===== config.mk =====
export PLATFORM = sky130hd
export DESIGN_NAME = nrzi_decoder_flat
export DESIGN_NICKNAME = d
export VERILOG_FILES = /design/src/rtl/nrzi_decoder_if.sv /design/src/rtl/nrzi_decoder.sv /design/src/flat_wrapper.sv
export SDC_FILE = /design/constraint.sdc
export NUM_CORES = 1
export LEC_CHECK = 0
export ABC_CLOCK_PERIOD_IN_PS = 5200
export CAP_MARGIN = 5
export CORE_MARGIN = 5
export CORE_UTILIZATION = 55
export CTS_CLUSTER_DIAMETER = 150
export CTS_CLUSTER_SIZE = 30
export DETAILED_ROUTE_END_ITERATION = 10
export GPL_TIMING_DRIVEN = 0
export PLACE_DENSITY = 0.83
export SYNTH_ARGS = -nofsm -noshare
export SYNTH_HDL_FRONTEND = slang
export SYNTH_SLANG_ARGS = --single-unit
export TNS_END_PERCENT = 10

===== constraint.sdc =====
create_clock -name clk -period 5.2 [get_ports clk]
set_clock_uncertainty 0.2 [all_clocks]
set_input_delay 0.78 -clock clk [delete_from_list [all_inputs] [get_ports clk]]
set_output_delay 0.78 -clock clk [all_outputs]
set_load 0.02 [all_outputs]

===== src/rtl/nrzi_decoder_if.sv =====
// nrzi_decoder_if: line-sample inputs and decoded-word outputs of the NRZI receiver
interface nrzi_decoder_if #(
  parameter int WIDTH = 8
);
  logic             en;
  logic             sample_en;
  logic             din;
  logic [WIDTH-1:0] dout;
  logic             dout_valid;
  logic             stuff_err;
  logic             busy;
  modport master (output en, sample_en, din, input dout, dout_valid, stuff_err, busy);
  modport slave  (input en, sample_en, din, output dout, dout_valid, stuff_err, busy);
endinterface


===== src/rtl/nrzi_decoder.sv =====
// nrzi_decoder: NRZI line decode with bit-unstuffing and LSB-first word assembly
module nrzi_decoder #(
  parameter int WIDTH      = 8,
  parameter int STUFF_LEN  = 6,
  parameter bit IDLE_LEVEL = 1'b1
) (
  input  logic          clk,
  input  logic          rst,
  nrzi_decoder_if.slave bus
);
  localparam int BW = $clog2(WIDTH + 1);
  localparam int OW = $clog2(STUFF_LEN + 1);
  typedef enum logic [1:0] {S_IDLE, S_RUN, S_ERR} state_t;
  state_t           r_state;
  logic             r_prev;
  logic [WIDTH-1:0] r_shift;
  logic [WIDTH-1:0] r_dout;
  logic [BW-1:0]    r_bit_cnt;
  logic [OW-1:0]    r_ones;
  logic             r_dout_valid;
  logic             r_stuff_err;
  logic             w_accept;
  logic             w_bit;
  logic             w_stuff;
  logic             w_last;
  logic [WIDTH-1:0] w_shift;
  assign w_accept = bus.en & bus.sample_en & (r_state != S_ERR);
  assign w_bit    = (bus.din == r_prev);
  assign w_stuff  = (r_ones == OW'(STUFF_LEN));
  assign w_last   = (r_bit_cnt == BW'(WIDTH - 1));
  assign w_shift  = {w_bit, r_shift[WIDTH-1:1]};
  assign bus.dout       = r_dout;
  assign bus.dout_valid = r_dout_valid;
  assign bus.stuff_err  = r_stuff_err;
  assign bus.busy       = (r_state == S_RUN);
  // Frame FSM: decode each accepted sample, drop stuffed zeros, emit words and stuffing errors
  always_ff @(posedge clk or posedge rst) begin
    if (rst) begin
      r_state      <= S_IDLE;
      r_prev       <= IDLE_LEVEL;
      r_shift      <= '0;
      r_dout       <= '0;
      r_bit_cnt    <= '0;
      r_ones       <= '0;
      r_dout_valid <= 1'b0;
      r_stuff_err  <= 1'b0;
    end else begin
      r_dout_valid <= 1'b0;
      r_stuff_err  <= 1'b0;
      if (!bus.en) begin
        r_state   <= S_IDLE;
        r_prev    <= IDLE_LEVEL;
        r_shift   <= '0;
        r_bit_cnt <= '0;
        r_ones    <= '0;
      end else begin
        if (r_state == S_IDLE) r_state <= S_RUN;
        if (w_accept) begin
          r_prev <= bus.din;
          if (w_stuff) begin
            if (w_bit) begin
              r_stuff_err <= 1'b1;
              r_state     <= S_ERR;
              r_shift     <= '0;
              r_bit_cnt   <= '0;
              r_ones      <= '0;
            end else begin
              r_ones <= '0;
            end
          end else begin
            r_shift <= w_shift;
            r_ones  <= w_bit ? r_ones + 1'b1 : '0;
            if (w_last) begin
              r_dout       <= w_shift;
              r_dout_valid <= 1'b1;
              r_bit_cnt    <= '0;
            end else begin
              r_bit_cnt <= r_bit_cnt + 1'b1;
            end
          end
        end
      end
    end
  end
endmodule


===== src/flat_wrapper.sv =====
// flat-port wrapper written by rule: the top's interface ports become plain ports
module nrzi_decoder_flat 
#(
  parameter int WIDTH      = 8,
  parameter int STUFF_LEN  = 6,
  parameter bit IDLE_LEVEL = 1'b1
)
  (clk, rst, bus_en, bus_sample_en, bus_din, bus_dout, bus_dout_valid, bus_stuff_err, bus_busy);
  nrzi_decoder_if #(.WIDTH(WIDTH)) bus_i ();
  input  logic clk;
  input  logic rst;
  input wire logic [$bits(bus_i.en)-1:0] bus_en;
  input wire logic [$bits(bus_i.sample_en)-1:0] bus_sample_en;
  input wire logic [$bits(bus_i.din)-1:0] bus_din;
  output wire logic [$bits(bus_i.dout)-1:0] bus_dout;
  output wire logic [$bits(bus_i.dout_valid)-1:0] bus_dout_valid;
  output wire logic [$bits(bus_i.stuff_err)-1:0] bus_stuff_err;
  output wire logic [$bits(bus_i.busy)-1:0] bus_busy;
  assign bus_i.en = bus_en;
  assign bus_i.sample_en = bus_sample_en;
  assign bus_i.din = bus_din;
  assign bus_dout = bus_i.dout;
  assign bus_dout_valid = bus_i.dout_valid;
  assign bus_stuff_err = bus_i.stuff_err;
  assign bus_busy = bus_i.busy;
  nrzi_decoder #(.WIDTH(WIDTH), .STUFF_LEN(STUFF_LEN), .IDLE_LEVEL(IDLE_LEVEL)) u_core (.clk(clk), .rst(rst), .bus(bus_i));
endmodule

# Word level (Yosys, flattened, before mapping)
# Index checks and enable logic that the tools add are counted.
[op_classes]
add_sub_neg = 2
n_eq_ne = 7
mux = 28
bitwise = 3
n_reduce_logical = 3
[ops]
columns = ["cell", "n"]
rows = [
  ["$mux 8", 4],
  ["$mux 4", 5],
  ["$mux 3", 4],
  ["$mux 1", 10],
  ["$mux 2", 5],
  ["$add 4x1->4 const B", 1],
  ["$eq 4x3->1 const B", 1],
  ["$reduce_and 4->1", 1],
  ["$add 3x1->3 const B", 1],
  ["$eq 3x3->1 const B", 1],
  ["$ne 3x2->1 const B", 1],
  ["$and 1x1->1", 2],
  ["$eq 2x1->1 const B", 1],
  ["$logic_not 2->1", 1],
  ["$ne 2x1->1 const B", 1],
  ["$ne 2x2->1 const B", 1],
  ["$reduce_and 2->1", 1],
  ["$eq 1x1->1", 1],
  ["$not 1->1", 1],
]
[totals]
register_bits = 28
output_inout_bits = 11

# Longest topological paths before layout
# Gate-level depths: netlist of run 1.
[depth]
word_depth = 6
depth_mapped = 7

# Least setup slack after synthesis of run 1
# Ideal clock, no wire load.
[synth_timing]
path_type = "in2reg"
startpoint = "input port bus_din"
endpoint = "register u_core.r_bit_cnt[3]"
setup_time_ps = 126
t_arrival_ps = 1692
required_time_ps = 4874
slack_ps = 3182
stages = 5
n_path_buf = 1
path_cell_list = "xnor2_2 o211ai_2 and2_4 buf_6 a221o_1"
[synth_via]
elab_chain_cells = 3
[synth_rtl]
columns = ["element", "line_no", "text"]
rows = [
  ["from (decl)", "flat_wrapper.sv:14", "input wire logic [$bits(bus_i.din)-1:0] bus_din;"],
  ["$eq 1x1->1", "nrzi_decoder.sv:28", "assign w_bit = (bus.din == r_prev);"],
  ["$ne 3x2->1 (no line)", "--", ""],
  ["$reduce_and 2->1 (no line)", "--", ""],
  ["to (signal assigned)", "nrzi_decoder.sv:78", "r_bit_cnt <= r_bit_cnt + 1'b1;"],
  ["to (decl)", "nrzi_decoder.sv:18", "logic [BW-1:0] r_bit_cnt;"],
]
# No other way between the ends.
# A chain may end at the register's enable or synchronous reset.

# Final worst setup path of run 1
[layout_timing]
startpoint = "register u_core.r_state[1]"
endpoint = "output port bus_busy"
[layout_via]
elab_chain_cells = 1
[layout_rtl]
columns = ["element", "line_no", "text"]
rows = [
  ["from (decl)", "nrzi_decoder.sv:14", "state_t r_state;"],
  ["from (signal assigned)", "nrzi_decoder.sv:39", "r_state <= S_IDLE;"],
  ["from (signal assigned)", "nrzi_decoder.sv:51", "r_state <= S_IDLE;"],
  ["from (signal assigned)", "nrzi_decoder.sv:57", "if (r_state == S_IDLE) r_state <= S_RUN;"],
  ["$eq 2x1->1", "nrzi_decoder.sv:35", "assign bus.busy = (r_state == S_RUN);"],
  ["to (decl)", "flat_wrapper.sv:18", "output wire logic [$bits(bus_i.busy)-1:0] bus_busy;"],
]
# No other way between the ends.

==> metrics.md, run 1 <==
| Metric | Value |
|---|---|
| Max IR drop VDD | between 0.15 and 0.2 mV |
| Clk slew on worst S/H paths | 0.14 ns |
| Inst Count DP | 138 |
| Vias in the first global route | 825 |
| # clock sinks | 27 |
| Area grow syn2layout | 17.5% |
| Syn_nets | about 100 |
| Crit-path cells | nor2b_1 > clkdlybuf4s50_1 |
| HP Class | flop to flop |
| Core region area | 2150 um^2 |
| Type of origin of the critical path | flop |
| DR iter-0 viols | 6 |
| I/O pins | 16 |
| Period minus WS final | 2.51 ns |
| Via density | 5.57 |
| DRT met1 WL | ~840 um |
| Post-synthesis compound-gate area fraction | between 10% and 20% |
| Proportion of layout cells with a drive suffix above 1 | 23.7% |
| Final core area utilization | 65.9% |
| Die Span Y | between 50 and 60 um |
| Vias | 791 |
| Flip-flop and latch area | 677 um^2 |
| Most frequent cells in the layout | dfrtp_1 (26), clkdlybuf4s50_1 (15), nand2_1 (8), mux2_2 (8), a22o_2 (7) |
| Initial antenna violation count | 0 |
| Initial core utilization | 56.1% |
| Final cell count without fillers | about 140 |
| Met3 WL | around 84 um |
| Seq/Total Area, Yosys | a little under three fifths |
| Met2 Wirelength | a little over 1000 um |
| Setup crit end kind | output pin |
| Fmax | 398 MHz |
| GPL Wtd Cong | 0.802 |
| ANT nets after route | 0 |
| Cell row count | 17 |
| Tcrit/Tclk final | around half |
| Footprint of the multi-input gates | around 500 um^2 |
| Setup Buffers After CTS | 0 |
| Slowest stage cell on the critical path | clkdlybuf4s50_1 |
| CTS resizes | 0 |
| Nets | about 120 |
| Global-route wire length before repair | approximately 3600 um |
| Setup crit start | u_core.r_state[1] |
| CP Data Required Time | between 4 and 5 ns |
| Synth Instances | 95 |
| # H-tree levels | 1 |
| WL/cell | between 10 and 15 um |
| Worst-Margin Slew | between 0.9 and 1 ns |
| Flops & latches, synth | 27 |
| CTS Buffer Depth | 2 |
| Most common cell after layout, fill and taps aside | dfrtp_1 |
| Overflow after GRT | 0 |
| Post-CTS Hold Buffers | 0 |
| CTS tree | built |
| Remaining DRCs | 0 |
| DRT Pass-1 Iters | 4 |
| # Max-Cap Violations | 0 |
| Hold Crit Start | u_core.bus.dout[7] |
| Post-Synth Adder-Cell Area | between 3 and 4% |
| RSZ-0062 raised after global routing | no |
| Total global-route track usage | roughly 14% |
| Worst skew pair latency | between 0.3 and 0.4 ns |
| Diode count | 0 |
| Status | completed |
| WL final | between 2000 and 2500 um |
| Setup CP Type | flop to output pin |
| Fin. Hold Viols | 0 |
| Worst EP arrival | 1.53 ns |
| Mapped Area | around 1200 um^2 |
| PortBufs | 15 |
| Die area | 3230 um^2 |
| RR Startpoint | u_core.r_ones[0] |
| Max Slew Vio Count | 0 |
| Largest net degree at the start of global routing | 28 |
| Die Wd | approximately 57 um |
| Final setup vio count | 0 |
| CTS root buffer | clkbuf_4 |
| Leak pwr | 0.685 nW |
| Top sig layer | met4 |
| Setup_tns | 0 ns |
| Pwr dens | approximately 240 nW/um^2 |
| Largest family of logic cells by synthesized area | simple AND/OR/NAND/NOR gates |
| Simple-gate share of the synthesized area | 15.8% |
| Multiplexer share of the synthesized area | between 7 and 8% |
| Max incr delay on CP | 0.62 ns |
| XOR/XNOR Fraction of Synth Area | 1.35% |
| Slew margin rel. | about a third |
| Synth Warn # | 0 |
| Synth unique cells | 33 |
| Fillers | 179 |
| Syn Area/Cell | 12.7 um^2 |
| Inserted Clock Buffers | 3 |
| Critical path peak fanout | 3 |
| DP HPWL | between 1000 and 1500 um |
[area by class of cell]
class | instances | area share (%)
inverters | 3 | 0.795
repair buffers | 15 | 10.6
flip-flops and latches | 27 | 47.8
multi-input cells | 62 | 34.6
clock buffers | 4 | 1.86
well taps | 28 | 2.47
plain buffers | 3 | 1.86
[kinds of logic after synthesis]
kind of cell,after synthesis
compound gates,18
fa+ha+maj,3
xor+xnor,1
mux,8
simple gates,32
buf+inv,6
flops,27
[per-layer routing]
layer  track usage, %  up-vias
met5                0        -
met1             16.7      392
met4             6.95        0
met2             25.6       15
met3             2.53        5
li1                 -      379
[worst max-delay path, delay by kind of cell, from the launching register on]
kind	cells	cell delay, ns
buffers and inverters	1	0.62
flip-flops	1	0.45
AND/OR/NAND/NOR	1	0.15
[worst paths after layout]
path	slack, ns	depth (start not counted)	endpoint
max	2.69	2	bus_busy
min	0.32	1	u_core.bus.dout[7]
max reg2reg	3.16	7	u_core.bus.dout[7]
min reg2reg	0.32	1	u_core.bus.dout[7]
max in group asynchronous	3.42	2	u_core.r_ones[0]
min in group asynchronous	0.78	2	u_core.bus.dout[1]
[sequential cells by signal, indices dropped and copies added, names as in the netlist]
signal,count
u_core.bus.dout,8
u_core.r_shift,7
u_core.r_bit_cnt,4
u_core.r_ones,3
u_core.r_state,2
u_core.bus.dout_valid,1
u_core.bus.stuff_err,1
u_core.r_prev,1
[stage by stage]
stage | instance area [um^2] | setup WS (ns) | hold slack (ns) | total power, mW
CTS | 1420 | 2.68 | 0.324 | 0.341
floorplan | 1200 | 3.18 | 0.273 | 0.242
detailed placement | 1390 | 2.56 | 0.292 | 0.253
global placement | 1390 | 2.59 | 0.286 | 0.251
finish | 1420 | 2.69 | 0.318 | 0.336
global route | 1420 | 2.65 | 0.340 | 0.353
[power by group]
part	internal (mW)	switching [mW]	total [mW]	leakage, nW
logic	0.0138	0.0162	0.0300	0.302
clock network	0.0300	0.0577	0.0877	0.0150
registers	0.215	0.00390	0.219	0.369
[cell usage after synthesis]
| master | number | area share (%) |
|---|---|---|
| dfrtp_1 | 26 | 54 |
| mux2_2 | 8 | 7.5 |
| nand2_1 | 8 | 2.5 |
| a22o_2 | 7 | 5.8 |
| nand3_1 | 4 | 1.7 |
| a21boi_0 | 3 | 1.9 |
| and2_1 | 3 | 1.6 |
| ha_1 | 3 | 3.1 |
| inv_1 | 3 | 0.93 |
| nor2_1 | 3 | 0.93 |
| and4_1 | 2 | 1.5 |
| buf_6 | 2 | 1.9 |
| nor2b_1 | 2 | 1.0 |
| or3_1 | 2 | 1.0 |
| a21o_2 | 1 | 0.73 |
| a21oi_1 | 1 | 0.41 |
| a221o_1 | 1 | 0.83 |
| and2_4 | 1 | 0.73 |
| and3b_1 | 1 | 0.73 |
| and4b_1 | 1 | 0.83 |
| clkbuf_1 | 1 | 0.31 |
| dfstp_2 | 1 | 2.2 |
| nand2_2 | 1 | 0.52 |
| nand2b_4 | 1 | 1.1 |
| nand3b_1 | 1 | 0.62 |
| nor3_1 | 1 | 0.41 |
| nor3b_1 | 1 | 0.62 |
| o211ai_2 | 1 | 1.0 |
| o21a_1 | 1 | 0.62 |
| o21ai_0 | 1 | 0.41 |
| o22ai_1 | 1 | 0.52 |
| o2bb2ai_1 | 1 | 0.73 |
| xnor2_2 | 1 | 1.4 |
No activity file was read; power rests on OpenSTA's default activity.
==> inputs of run 2 (changes only) <==
--- a/config.mk
+++ b/config.mk
@@ -5,15 +5,15 @@
 export SDC_FILE = /design/constraint.sdc
 export NUM_CORES = 1
 export LEC_CHECK = 0
-export ABC_CLOCK_PERIOD_IN_PS = 5200
+export ABC_CLOCK_PERIOD_IN_PS = 2170
 export CAP_MARGIN = 5
 export CORE_MARGIN = 5
-export CORE_UTILIZATION = 55
+export CORE_UTILIZATION = 48
 export CTS_CLUSTER_DIAMETER = 150
 export CTS_CLUSTER_SIZE = 30
 export DETAILED_ROUTE_END_ITERATION = 10
 export GPL_TIMING_DRIVEN = 0
-export PLACE_DENSITY = 0.83
+export PLACE_DENSITY = 0.77
 export SYNTH_ARGS = -nofsm -noshare
 export SYNTH_HDL_FRONTEND = slang
 export SYNTH_SLANG_ARGS = --single-unit
==> constraint.sdc (replaced) <==
create_clock -name clk -period 2.17 [get_ports clk]
set_clock_uncertainty 0.2 [all_clocks]
set_input_delay 0.3255 -clock clk [delete_from_list [all_inputs] [get_ports clk]]
set_output_delay 0.3255 -clock clk [all_outputs]
set_load 0.02 [all_outputs]
==> metrics.md, run 2 (synthesis results as in run 1) <==
| Metric | Value |
|---|---|
| Worst EP arrival | around 1.5 ns |
| Final core area utilization | between 50% and 60% |
| Initial antenna violation count | 0 |
| Total global-route track usage | about 13% |
| Global-route wire length before repair | 3510 um |
| WL/cell | around 14 um |
| Clock power frac | approximately a quarter |
| Crit-path cells | nor2b_1 > clkdlybuf4s50_1 |
| Core region area | approximately 2400 um^2 |
| WL final | between 1500 and 2000 um |
| FF-to-FF setup slack | approximately 0.21 ns |
| Fillers | 210 |
| CTS resizes | 0 |
| Fin. Hold Viols | 0 |
| Final WS setup | between 0.1 and 0.15 ns |
| Largest net degree at the start of global routing | 28 |
| Inserted Clock Buffers | 3 |
| DP HPWL | between 1000 and 1500 um |
| RSZ-0062 raised after global routing | no |
| CTS root buffer | clkbuf_4 |
| Max Slew Vio Count | 0 |
| DR iter-0 viols | 13 |
| PortBufs | 15 |
| CTS Buffer Depth | 2 |
| Worst-Margin Slew | 0.980 ns |
| Clk slew on worst S/H paths | 0.14 ns |
| Final hold slack | 0.319 ns |
| ANT nets after route | 0 |
| Leak pwr | roughly 0.7 nW |
| Overflow after GRT | 0 |
| Via density | about 5.5 |
| Die Span Y | about 60 um |
| DRT Pass-1 Iters | 4 |
| Worst skew pair latency | approximately 0.32 ns |
| Die area | between 3000 and 4000 um^2 |
| Setup CP Type | flop to output pin |
| Max IR drop VDD | between 0.3 and 0.4 mV |
| Max incr delay on CP | a little over 0.6 ns |
| Critical path peak fanout | 3 |
| Final setup vio count | 0 |
| Setup_tns | 0 ns |
| Initial core utilization | between 40% and 50% |
| CP Data Required Time | approximately 1.6 ns |
| Proportion of layout cells with a drive suffix above 1 | between 20% and 30% |
| FF-to-FF End | u_core.bus.dout[4] |
| Max FFs per register | 8 |
| Comb pwr share | between 8 and 9% |
| Nets | around 120 |
| # H-tree levels | 1 |
| Sequential group share of total power | between 60 and 70% |
| Period minus WS final | slightly above 2 ns |
| Diode count | 0 |
| Tcrit/Tclk final | just over 90% |
| Inst Count DP | 140 |
| Status | completed |
| Most frequent cells in the layout | dfrtp_1 (26), clkdlybuf4s50_1 (15), nand2_1 (8), mux2_2 (8), a22o_2 (7) |
| I/O pins | 16 |
| # Max-Cap Violations | 0 |
| Place WS | -0.0399 ns |
| Remaining DRCs | 0 |
| Pwr dens | roughly 570 nW/um^2 |
| Cell row count | 18 |
| CTS tree | built |
| GPL Wtd Cong | 0.796 |
| Setup crit end kind | output pin |
| Switching power | approximately 0.19 mW |
| Sw Ratio | ~23% |
| Reg2Reg Depth | 7 |
| Post-CTS Hold Buffers | 0 |
| Vias | about 790 |
| Type of origin of the critical path | flop |
| RR Startpoint | u_core.r_ones[0] |
| Design internal power | around 0.62 mW |
| HP Class | input pin to asynchronous set/reset pin |
| Slew margin rel. | around a third |
| Die Wd | 60.1 um |
| Fmax | roughly 500 MHz |
| Area grow syn2layout | 18.2% |
| Final cell count without fillers | around 140 |
| Slowest stage cell on the critical path | clkdlybuf4s50_1 |
| Setup Buffers After CTS | 0 |
| Most common cell after layout, fill and taps aside | dfrtp_1 |
| Vias in the first global route | 794 |
| # clock sinks | 27 |
## run 2: power by group through the flow
stage	sequential (mW)	clock [mW]	combinational (mW)
final	0.524	0.210	0.0716
after global routing	0.526	0.238	0.0789
after CTS	0.524	0.215	0.0727
after detailed placement	0.533	0	0.0724
after global placement	0.532	0	0.0698
after floorplan	0.531	0	0.0495
## run 2: metal layers
| metal | global-route usage [%] | vias up | part of all wire (%) |
|---|---|---|---|
| li1 | - | 383 | - |
| met1 | 16.3 | 384 | 48 |
| met2 | 21.3 | 15 | 47 |
| met3 | 2.59 | 3 | 4.5 |
| met4 | 3.80 | 0 | 1.1 |
| met5 | 0 | - | 0 |
## run 2: worst max-delay path, delay by kind of cell (launching register included)
family                 cells  cell delay, ns
buffers and inverters      1            0.61
DFF                        1            0.45
and+or+nand+nor            1            0.13
## run 2: how the worst max path moves through the flow
stage	start	end	slack (ns)	cells past startpoint
3_3_place_gp	bus_din	u_core.r_bit_cnt[3]	0.01	6
3_5_place_dp	bus_din	u_core.r_bit_cnt[3]	-0.04	6
2_1_floorplan	u_core.r_ones[0]	u_core.bus.dout[0]	0.32	7
5_1_grt	u_core.r_ones[0]	u_core.bus.dout[3]	0.06	7
4_1_cts	u_core.r_ones[0]	u_core.bus.dout[3]	0.10	7
6_report	u_core.r_state[1]	bus_busy	0.14	2
## run 2: final cells by class
type,count,area (um^2),share of cell area [%]
timing repair buffer,15,150,10.5
multi-input combinational,62,495,34.8
clock buffer,4,26.3,1.85
inverter,3,11.3,0.791
sequential,27,677,47.5
buffer,3,26.3,1.85
tap,30,37.5,2.64
## run 2: metrics by stage
stage                     area, um^2  power [mW]
after CTS                       1420       0.812
final                           1420       0.806
after global routing            1420       0.843
after global placement          1390       0.602
after detailed placement        1390       0.605
after floorplan                 1200       0.581
==> inputs of run 3 (changes only) <==
==> constraint.sdc (replaced) <==
create_clock -name clk -period 2.17 [get_ports clk]
set_clock_uncertainty 0.2 [all_clocks]
set_input_delay 0.651 -clock clk [delete_from_list [all_inputs] [get_ports clk]]
set_output_delay 0.651 -clock clk [all_outputs]
set_load 0.02 [all_outputs]
==> metrics.md, run 3 (synthesis results as in run 1) <==
| Metric | Value |
|---|---|
| Status | completed |
| Die area | 3610 um^2 |
| Sequential group share of total power | 65.1% |
| CP Data Required Time | 2.19 ns |
| RSZ-0062 raised after global routing | yes |
| WL/cell | between 10 and 15 um |
| Tcrit/Tclk final | between 90 and 100% |
| Remaining DRCs | 0 |
| I/O pins | 16 |
| CTS tree | built |
| Clk slew on worst S/H paths | 0.14 ns |
| Most frequent cells in the layout | dfrtp_1 (26), dlymetal6s2s_1 (9), nand2_1 (8), mux2_2 (8), a22o_2 (7) |
| Worst-Margin Slew | between 0.9 and 1 ns |
| Vias | 779 |
| CP top delay family | buffers and inverters |
| Max Slew Vio Count | 0 |
| PortBufs | 15 |
| CP bufs+invs | 2 |
| Overflow after GRT | 0 |
| Total Power | 0.805 mW |
| Slew margin rel. | 33.7% |
| Worst EP arrival | 2.17 ns |
| Crit-path cells | clkdlybuf4s50_1 > xnor2_2 > o211ai_2 > and2_4 > buf_6 > a221o_1 |
| Leak pwr | ~0.87 nW |
| Worst skew pair latency | a little over 0.3 ns |
| Clock power frac | 26.1% |
| # H-tree levels | 1 |
| Setup crit end kind | flop |
| Fillers | 208 |
| Via density | between 5 and 6 |
| Fin. Hold Viols | 0 |
| HP Class | flop to flop |
| GPL Wtd Cong | 0.796 |
| Max FFs per register | 8 |
| Initial core utilization | about 50% |
| Initial antenna violation count | 0 |
| # clock sinks | 27 |
| Core region area | ~2400 um^2 |
| Final setup vio count | 0 |
| Inserted Clock Buffers | 3 |
| Post-CTS Hold Buffers | 0 |
| Largest net degree at the start of global routing | 28 |
| Vias in the first global route | a little under 800 |
| Slowest stage cell on the critical path | clkdlybuf4s50_1 |
| Max incr delay on CP | roughly 0.46 ns |
| Final cell count without fillers | 144 |
| CTS Buffer Depth | 2 |
| CTS root buffer | clkbuf_4 |
| Setup_tns | 0 ns |
| Period minus WS final | between 2 and 2.5 ns |
| Pwr dens | about 560 nW/um^2 |
| DR iter-0 viols | 11 |
| Switching power | around 0.19 mW |
| Global-route wire length before repair | around 3500 um |
| Inst Count DP | 140 |
| Nets | 123 |
| Die Wd | approximately 60 um |
| Most common cell after layout, fill and taps aside | dfrtp_1 |
| # Max-Cap Violations | 0 |
| ANT nets after route | 0 |
| Critical path peak fanout | 9 |
| WL final | approximately 2000 um |
| Max IR drop VDD | 0.366 mV |
| Setup CP Type | input pin to flop |
| Sw Ratio | between 20% and 30% |
| Die Span Y | between 60 and 70 um |
| Comb pwr share | just under 9% |
| Area grow syn2layout | 19.9% |
| Diode count | 0 |
| DRT Pass-1 Iters | 2 |
| Setup Buffers After CTS | 0 |
| DP HPWL | between 1000 and 1500 um |
| Cell row count | 18 |
| Fmax | 465 MHz |
| Design internal power | around 0.62 mW |
| Total global-route track usage | between 10% and 20% |
| Type of origin of the critical path | input pin |
| Proportion of layout cells with a drive suffix above 1 | a little under a quarter |
[run 3: changes by cell type in the layout (fill, tap and decap cells not counted), sizes merged]
cell           before  now
clkdlybuf4s50      15    5
dlygate4sd2         0    1
dlymetal6s2s        0    9
[run 3: routing by layer]
layer / share of wire (%) / vias to the layer above / GRT usage (%)
li1: - / 379 / -
met1: 47 / 388 / 16.3
met2: 48 / 12 / 21.3
met3: 4.8 / 0 / 2.59
met4: 0 / 0 / 3.80
met5: 0 / - / 0
[run 3: final cells by class]
class / instances / area [um^2] / area share (%)
well taps: 30 / 37.5 / 2.60
repair buffers: 15 / 171 / 11.9
multi-input cells: 62 / 495 / 34.3
flip-flops and latches: 27 / 677 / 46.8
inverters: 3 / 11.3 / 0.779
plain buffers: 3 / 26.3 / 1.82
clock buffers: 4 / 26.3 / 1.82
[run 3: final timing paths]
| path | start | end | slack (ns) | cells after the start |
|---|---|---|---|---|
| hold reg to reg | u_core.bus.dout[5] | u_core.bus.dout[5] | 0.32 | 1 |
| setup reg to reg | u_core.r_ones[0] | u_core.bus.dout[7] | 0.20 | 7 |
| max in group asynchronous | rst | u_core.bus.dout[7] | 0.51 | 2 |
| min in group asynchronous | rst | u_core.r_bit_cnt[0] | 0.66 | 2 |
| setup / recovery | bus_din | u_core.r_bit_cnt[3] | 0.02 | 6 |
| hold / removal | u_core.bus.dout[5] | u_core.bus.dout[5] | 0.32 | 1 |
[run 3: what timing repair did]
action | in CTS | in global routing
endpoints found under the setup margin | 2 | 19
pin swaps | 1 | 0
gates resized for setup | 1 | 10
[run 3: power groups by stage]
stage / sequential, mW / clock (mW) / combinational, mW
floorplan: 0.531 / 0 / 0.0495
global placement: 0.532 / 0 / 0.0698
detailed placement: 0.533 / 0 / 0.0724
CTS: 0.524 / 0.215 / 0.0719
global route: 0.526 / 0.239 / 0.0784
finish: 0.524 / 0.210 / 0.0708
[run 3: per-stage QoR]
step / hold WS (ns) / util (%) / setup WS, ns / instance area [um^2]
2_1_floorplan: 0.273 / - / 0.281 / 1200
3_3_place_gp: 0.287 / 57.3 / -0.313 / 1390
3_5_place_dp: 0.295 / 57.3 / -0.365 / 1390
4_1_cts: 0.325 / 58.3 / 0.0136 / 1420
5_1_grt: 0.338 / 59.4 / -0.0347 / 1450
6_report: 0.317 / 59.4 / 0.0177 / 1450
